### src/rtl/duty_pkg.sv
// duty_pkg: shared widths, FSM state type and LFSR constants for duty_cycle_ctrl. Rev 1.0
`default_nettype none

package duty_pkg;
  localparam int DUTY_W = 7;

  typedef enum logic [1:0] {
    IDLE = 2'd0,
    OFF  = 2'd1,
    ON   = 2'd2
  } state_t;

  localparam logic [15:0] LFSR_SEED = 16'hACE1;
  // Feedback taps 16,14,13,11 expressed as bit positions 15,13,12,10
  localparam logic [15:0] LFSR_TAPS = 16'hB400;
endpackage

`default_nettype wire

### src/rtl/duty_phase_calc.sv
// duty_phase_calc: clamps a requested duty and derives ON/OFF cycle counts for the active duty. Rev 1.0
`default_nettype none

module duty_phase_calc
  import duty_pkg::*;
#(
  parameter int TP       = 10,
  parameter int DUTY_MIN = 10,
  parameter int DUTY_MAX = 80,
  parameter int CW       = $clog2(TP + 1)
) (
  input  logic [DUTY_W-1:0] req_duty,
  input  logic [DUTY_W-1:0] act_duty,
  output logic [DUTY_W-1:0] req_clamped,
  output logic              req_was_clamped,
  output logic [CW-1:0]     ton,
  output logic [CW-1:0]     toff
);

  localparam logic [DUTY_W-1:0] DMIN = DUTY_W'(DUTY_MIN);
  localparam logic [DUTY_W-1:0] DMAX = DUTY_W'(DUTY_MAX);

  always_comb begin
    req_clamped     = req_duty;
    req_was_clamped = 1'b0;
    if (req_duty < DMIN) begin
      req_clamped     = DMIN;
      req_was_clamped = 1'b1;
    end else if (req_duty > DMAX) begin
      req_clamped     = DMAX;
      req_was_clamped = 1'b1;
    end
  end

  // Product held at 32 bits so duty*TP never wraps before the divide
  assign ton  = CW'((32'(act_duty) * 32'(TP)) / 32'd100);
  assign toff = CW'(TP) - ton;

endmodule

`default_nettype wire

### src/rtl/duty_cycle_ctrl.sv
// duty_cycle_ctrl: period sequencer (OFF then ON) with valid/ready duty requests. Rev 1.0
// Optional DUTY_CYCLE_LFSR_EN adds rand_mode and an LFSR duty source.
`default_nettype none

module duty_cycle_ctrl
  import duty_pkg::*;
#(
  parameter int TP       = 10,
  parameter int DUTY_MIN = 10,
  parameter int DUTY_MAX = 80
) (
  input  logic              clk,
  input  logic              rst,
  input  logic              en,
  input  logic              duty_valid,
  input  logic [DUTY_W-1:0] duty_in,
`ifdef DUTY_CYCLE_LFSR_EN
  input  logic              rand_mode,
`endif
  output logic              duty_ready,
  output logic              pwm,
  output logic              period_start,
  output logic [DUTY_W-1:0] cur_duty,
  output logic              duty_clamped
);

  localparam int                CW   = $clog2(TP + 1);
  localparam logic [DUTY_W-1:0] DMIN = DUTY_W'(DUTY_MIN);

  state_t            state, state_nxt;
  logic [CW-1:0]     cnt, cnt_nxt;
  logic              load, period_end, accept;
  logic              pend_full;
  logic [DUTY_W-1:0] pend_duty, load_duty, req_c;
  logic              req_clamp;
  logic [CW-1:0]     ton, toff;

  duty_phase_calc #(
    .TP       (TP),
    .DUTY_MIN (DUTY_MIN),
    .DUTY_MAX (DUTY_MAX),
    .CW       (CW)
  ) u_calc (
    .req_duty        (duty_in),
    .act_duty        (cur_duty),
    .req_clamped     (req_c),
    .req_was_clamped (req_clamp),
    .ton             (ton),
    .toff            (toff)
  );

  assign duty_ready = ~pend_full;
  assign accept     = duty_valid & ~pend_full;

`ifdef DUTY_CYCLE_LFSR_EN
  logic [15:0]       lfsr;
  logic [DUTY_W-1:0] lfsr_duty;
  assign lfsr_duty = DUTY_W'(DUTY_MIN + (int'(lfsr[7:0]) % (DUTY_MAX - DUTY_MIN + 1)));

  always_ff @(posedge clk) begin
    if (rst) begin
      lfsr <= LFSR_SEED;
    end else if (load) begin
      lfsr <= {lfsr[14:0], ^(lfsr & LFSR_TAPS)};
    end
  end
`endif

  always_comb begin
    state_nxt  = state;
    cnt_nxt    = cnt;
    load       = 1'b0;
    period_end = 1'b0;
    case (state)
      IDLE: begin
        if (en) begin
          load      = 1'b1;
          state_nxt = OFF;
          cnt_nxt   = CW'(1);
        end
      end
      OFF: begin
        if (cnt >= toff) begin
          if (ton != '0) begin
            state_nxt = ON;
            cnt_nxt   = CW'(1);
          end else begin
            period_end = 1'b1;
          end
        end else begin
          cnt_nxt = cnt + CW'(1);
        end
      end
      ON: begin
        if (cnt >= ton) period_end = 1'b1;
        else            cnt_nxt = cnt + CW'(1);
      end
      default: begin
        state_nxt = IDLE;
        cnt_nxt   = '0;
      end
    endcase

    if (period_end) begin
      if (en) begin
        load      = 1'b1;
        state_nxt = OFF;
        cnt_nxt   = CW'(1);
      end else begin
        state_nxt = IDLE;
        cnt_nxt   = '0;
      end
    end
  end

  // Pending slot wins over a same-edge request; a request at a load with an empty slot bypasses it
  always_comb begin
    load_duty = cur_duty;
    if (pend_full)   load_duty = pend_duty;
    else if (accept) load_duty = req_c;
`ifdef DUTY_CYCLE_LFSR_EN
    if (rand_mode)   load_duty = lfsr_duty;
`endif
  end

  always_ff @(posedge clk) begin
    if (rst) begin
      state <= IDLE;
      cnt   <= '0;
    end else begin
      state <= state_nxt;
      cnt   <= cnt_nxt;
    end
  end

  always_ff @(posedge clk) begin
    if (rst) begin
      pwm          <= 1'b0;
      period_start <= 1'b0;
      duty_clamped <= 1'b0;
      cur_duty     <= DMIN;
      pend_full    <= 1'b0;
      pend_duty    <= DMIN;
    end else begin
      pwm          <= (state_nxt == ON);
      period_start <= load;
      duty_clamped <= accept & req_clamp;
      if (load) cur_duty <= load_duty;
      pend_full    <= load ? 1'b0 : (pend_full | accept);
      if (accept && !load) pend_duty <= req_c;
    end
  end

endmodule

`default_nettype wire

### config.mk
export PLATFORM = sky130hd
export DESIGN_NAME = duty_cycle_ctrl
export DESIGN_NICKNAME = d
export VERILOG_FILES = /design/src/rtl/duty_pkg.sv /design/src/rtl/duty_phase_calc.sv /design/src/rtl/duty_cycle_ctrl.sv
export SDC_FILE = /design/constraint.sdc
export NUM_CORES = 1
export LEC_CHECK = 0
export ABC_CLOCK_PERIOD_IN_PS = 6700
export BUFFER_PORTS_ARGS = -buffer_cell sky130_fd_sc_hd__buf_2
export CAP_MARGIN = 20
export CORE_ASPECT_RATIO = 1.75
export CORE_MARGIN = 3
export CORE_UTILIZATION = 55
export DETAILED_ROUTE_END_ITERATION = 8
export MAX_ROUTING_LAYER = met4
export PLACE_DENSITY = 0.73
export SLEW_MARGIN = 25
export SYNTH_ARGS = -nofsm -noshare
export SYNTH_HDL_FRONTEND = slang
export SYNTH_SLANG_ARGS = --single-unit
### constraint.sdc
create_clock -name clk -period 6.7 [get_ports clk]
set_input_delay 1.34 -clock clk [delete_from_list [all_inputs] [get_ports clk]]
set_output_delay 1.34 -clock clk [all_outputs]
set_load 0.01 [all_outputs]
## Yosys cells after proc, flatten, opt, wreduce, memory -nomap -nowiden

Index checks and enable logic that the tools add are counted.

- Register bits: 24
- Logic and storage cells: 61

- Bitwise logic cells: 4
- Multipliers: 1
- Magnitude comparators: 4
- Divide/modulo/power cells: 1
- Muxes and demuxes: 27
- Eq/ne operators: 6
- $add $sub $neg: 2
- Reductions and logical operators: 8

Operators by type and width:

| kind | number |
|---|---|
| $div A11 B7 Y32 const B | 1 |
| $mux W7 | 4 |
| $mux W4 | 5 |
| $pmux W4 S3 | 1 |
| $mux W1 | 11 |
| $mul A7 B3 Y10 const B | 1 |
| $ge A4 B4 Y1 | 2 |
| $mux W2 | 4 |
| $gt A7 B7 Y1 const B | 1 |
| $lt A7 B4 Y1 const B | 1 |
| $ne A3 B3 Y1 const B | 2 |
| $pmux W2 S3 | 1 |
| $add A4 B1 Y4 const B | 1 |
| $eq A2 B2 Y1 const B | 2 |
| $ne A4 B4 Y1 const B | 1 |
| $reduce_bool A4 Y1 | 1 |
| $sub A4 B4 Y4 const A | 1 |
| $reduce_and A3 Y1 | 1 |
| $and A1 B1 Y1 | 2 |
| $eq A2 B1 Y1 const B | 1 |
| $logic_not A2 Y1 | 1 |
| $pmux W1 S2 | 1 |
| $reduce_and A2 Y1 | 1 |
| $reduce_bool A2 Y1 | 1 |
| other kinds (5) | 5 |

## Depth between registers and ports, before layout

- Depth in word-level cells: 9
- Mapped depth: 36
- Depth with buffers taken out: 33

## Modules after synthesis

From an unflattened synthesis, not the netlist that was laid out.

- Cell total of the unflattened synthesis: 372
- Area, all modules: 2,965.3 µm²

By module, submodules not included:

| module | cells each | times used | area an instance (µm²) | sequential area each (µm²) |
|---|---|---|---|---|
| duty_cycle_ctrl | 184 | 1 | 1,659.1 | 480.5 |
| duty_phase_calc | 188 | 1 | 1,306.3 | 0.0 |

## Worst setup path before layout

Ideal clock, no wire load.

- Kind: flip-flop to flip-flop
- Start point: register cur_duty[1]
- End point: register pend_duty[4]
- Stages on the path, launching flop included: 36
- Period minus slack after synthesis: 7.013 ns
- Required time: 6.566 ns
- Setup time: 0.134 ns
- Path buffers: 3
- Arrival: 6.879 ns
- Slack: -0.313 ns
- Path through: dfxtp_1 > ha_1 > ha_1 > fa_1 > a211o_1 > and2_4 > buf_6 > o21ai_2 > inv_1 > ha_1 > inv_1 > a41oi_4 > nor3_2 > a2111o_1 > o31ai_2 > a211oi_1 > o31ai_1 > a21o_1 > nand2_1 > o21bai_1 > nand2_1 > ha_1 > ha_1 > a21o_1 > a21o_1 > a21oi_1 > nand2b_1 > inv_1 > a41oi_2 > nor2b_1 > buf_6 > o21ai_4 > nand3_1 > buf_4 > a211oi_1 > a211oi_1

- Longest elaborated chain between the ends: 9
- Elaborated cells between the ends (all ways): 13
- Classes of those cells: add/sub (1); mul (1); div (1); order compare (2); mux (5); reduce/logical (3)

Ends and longest elaborated chain:

| what | RTL line | RTL |
|---|---|---|
| start: declaration | duty_cycle_ctrl.sv:23 | `output logic [DUTY_W-1:0] cur_duty,` |
| start signal: assignment | duty_cycle_ctrl.sv:148 | `if (load) cur_duty <= load_duty;` |
| $mul A7 B3 Y10 (*) | duty_phase_calc.sv:36 | `assign ton = CW'((32'(act_duty) * 32'(TP)) / 32'd100);` |
| $div A11 B7 Y32 (*) | duty_phase_calc.sv:36 |  |
| $sub A4 B4 Y4 / $reduce_bool A4 Y1 (equally long branches) | duty_phase_calc.sv:37, duty_cycle_ctrl.sv:84 |  |
| $ge A4 B4 Y1 / $mux W1 (equally long branches) | duty_cycle_ctrl.sv:83, duty_cycle_ctrl.sv:84 |  |
| $mux W1 | duty_cycle_ctrl.sv:83 | `if (cnt >= toff) begin` |
| $pmux W1 S2 (*) | duty_cycle_ctrl.sv:74 | `case (state)` |
| $mux W1 (*) | duty_cycle_ctrl.sv:104 | `if (period_end) begin` |
| $logic_not A1 Y1 (*) | duty_cycle_ctrl.sv:150 | `if (accept && !load) pend_duty <= req_c;` |
| $logic_and A1 B1 Y1 (*) | duty_cycle_ctrl.sv:150 |  |
| end signal: assignment | duty_cycle_ctrl.sv:150 |  |
| end: declaration | duty_cycle_ctrl.sv:34 | `logic [DUTY_W-1:0] pend_duty, load_duty, req_c;` |

Mark *: on every way between the ends. The rest lies on a longest branch, timed or not.
A chain may end at the register's enable or synchronous reset.

## Worst setup path in the final report

- Start point: register cur_duty[1]
- End point: register pend_duty[0]

The elaborated chain is that of the path after synthesis.

==> flow_summary.toml <==
[synth]
synth-seq-cells = 24
synth.top_cells.by_count = "nor2_1, ha_1, a21oi_1, dfxtp_1, nand2_1"
synth_top_area_share_pct = 18.8
synth_area_sq_um = 2560
async_reset_ff_share_pct = 0
netlist.top_cell.by_area = "dfxtp_1"
synth_ff_type = "dfxtp_1"
syn_inst = 324
ys_seq_area_share_pct = 18.8
synth_edf_count = 0
synth.distinct_cells = 75
synthTopCellsByArea = "dfxtp_1, ha_1, nor2_1"
synth_fp_nets = 361
syn_avg_cell_area_sq_um = 7.90
synth_warnings = 0
yosysMostFrequentCell = "nor2_1"

[setup_path]
cp.arrival_ns = 6.67
critPathMaxStageDelay_ns = 0.44
crit_path_end_kind = "flop"
cp_max_fo = 9
crit_required_ns = 6.90
path_class = "flop to flop"
crit_top_cell = "ha_4"
rr_worst_depth = 34
crit_path_start_kind = "flop"
cp_slowest_cell = "a2111o_1"

[pwr]
peakVddDrop_mv = 0.422
p_sw_share_pct = 46.9
p_int_uw = 943
seq_power_share_pct = 10.9
pwr_density_cell_nw_per_um2 = 526
power_leakage_uw = 0.00140
netSwitchingPower_uw = 834
combinationalPowerShare_pct = 84.4
clock_power_share_pct = 4.6

[run_status]
status = "complete, no violations"

[place]
hpwl_um = 5180
io_buffers = 21
gp_congestion = 1.02
dp_cells = 410
placed_area_sq_um = 2880

[layout]
diodes = 0
finalNetCount = 420
finalInstanceArea_sq_um = 3380
multi_input_area_sq_um = 2250
layoutNonFillerInstCount = 432
syn_to_final_growth_pct = 32.0
nFillCells = 336
ff_latch_area_sq_um = 489
fin_util_pct = 76.0
drive_above_1_share_pct = 36.7

[hold_path]
hold_path_depth = 1
hp-class = "flop to flop"

[die]
die-height_um = 96.2
die_x_um = 57.6
core-area_sq_um = 4440
start_util_pct = 57.6
die_area_sq_um = 5540
io_pins = 22
row_count = 32

[detailed_routing]
ant_nets = 0
wl_per_cell_um = 17.1
met3_length_um = 201
drt-total-wl_um = 7400
drt_iter0_markers = 125
met2WireLength_um = 3940
via_count = 2748
drc = 0
met1Wirelength_um = 2900
drt-pass1-iter-count = 4
highest_layer = "met4"
via_per_inst = 6.36

[sta]
maxSlewHeadroom_pct = 57.8
setup_viol = 0
min_period_ns = 6.48
tns_ns = 0
drv_slew = 0
fmax_mhz = 154
skew_ns = 0.00292
tightest_slew_ns = 0.629
finalCritPeriodShare_pct = 96.7
hold_viol = 0

[global_route]
grt_pass1_vias = 2525
antenna_found_initial = 0
grt_pass1_wl_um = 11500
grt_overflow = 0
grt_max_degree = 24
grt.total_usage_pct = 26.4

[clocking]
cts_root_buffer = "clkbuf_8"
clk_pin_slew_worst_paths_ns = 0.08
clk_latency_ns = 0.26
cts_tree = "built"
cts_max_path_buffers = 2
numCtsBuffers = 3
cts-htree-levels = 1
clock_sinks = 24

[run]
cap_violations = 0
[sequential cells by signal, summed over array words and instances (netlist names)]
register / count
cnt: 4
cur_duty: 7
duty_clamped: 1
pend_duty: 7
pend_full: 1
period_start: 1
pwm: 1
state: 2
[cell families (layout without fill, tap and decap cells)]
| group | count (synthesis) | count (layout) | share of synthesized area [%] |
|---|---|---|---|
| mux | 5 | 5 | 2.00 |
| flops | 24 | 24 | 18.8 |
| compound gates | 103 | 103 | 31.1 |
| fa+ha+maj | 26 | 26 | 13.0 |
| xor+xnor | 7 | 7 | 2.40 |
| buf+inv | 28 | 85 | 5.38 |
| simple gates | 131 | 131 | 27.4 |
[cell type report]
type / instances / share of cell area (%)
clock buffer: 3 / 1.22
sequential: 24 / 14.5
inverter: 15 / 2.00
tap: 51 / 1.89
timing repair buffer: 67 / 13.7
multi-input combinational: 272 / 66.7
[worst max-delay path: cells and delay by family (launching register included)]
family / cells / cell delay (ns)
and+or+nand+nor: 11 / 1.72
adders and majority gates: 6 / 1.55
buffers and inverters: 4 / 0.34
xor gates and xnor gates: 1 / 0.09
AOI/OAI and AO/OA: 12 / 2.35
DFF: 1 / 0.34
[through the flow]
stage               setup WS (ns)  hold WS [ns]  total power, uW
CTS                        0.0219         0.461             1490
floorplan                  0.0163         0.436             1020
finish                      0.224         0.475             1780
global route              -0.0732         0.491             1920
detailed placement        -0.0876         0.450             1320
global placement           0.0467         0.444             1300
[final timing paths]
path	from	endpoint	slack [ns]
worst max register to register	cur_duty[1]	pend_duty[0]	0.22
worst min register to register	pend_duty[1]	pend_duty[1]	0.48
worst max-delay path	cur_duty[1]	pend_duty[0]	0.22
worst min-delay path	pend_duty[1]	pend_duty[1]	0.48
[power by group through the flow]
stage / sequential [uW] / clock (uW) / combinational (uW)
finish: 194 / 82.2 / 1500
global route: 197 / 89.6 / 1630
CTS: 192 / 83.9 / 1210
detailed placement: 193 / 0 / 1130
global placement: 193 / 0 / 1100
floorplan: 194 / 0 / 825
[metal layers]
layer	track usage, %	up-vias
met5	-	-
met4	13.0	0
met3	1.07	31
met2	46.7	78
met1	30.0	1307
li1	-	1332
[placed cells by master, fill, tap and decap left out, types with 4 or more instances in the layout]
| cell type | count |
|---|---|
| dfxtp_1 | 19 |
| nor3_2 | 4 |
| a211o_1 | 8 |
| a21oi_2 | 5 |
| a211oi_1 | 9 |
| ha_1 | 14 |
| xnor2_1 | 4 |
| inv_1 | 12 |
| o21ai_0 | 10 |
| a21o_1 | 9 |
| nor3_1 | 13 |
| ha_4 | 9 |
| mux2i_1 | 4 |
| nor2_1 | 36 |
| and3_1 | 4 |
| buf_2 | 21 |
| dfxtp_2 | 4 |
| nand3_1 | 10 |
| a21oi_1 | 20 |
| buf_4 | 43 |
| nand2_1 | 18 |
[what timing repair did]
action / CTS / global route
setup endpoints to repair: 9 / 22
resized for setup: 11 / 45
hold buffers: 0 / 0
pin swaps: 15 / 28
setup buffers: 6 / 13
Note: power is estimated with default switching activity, not from simulation.
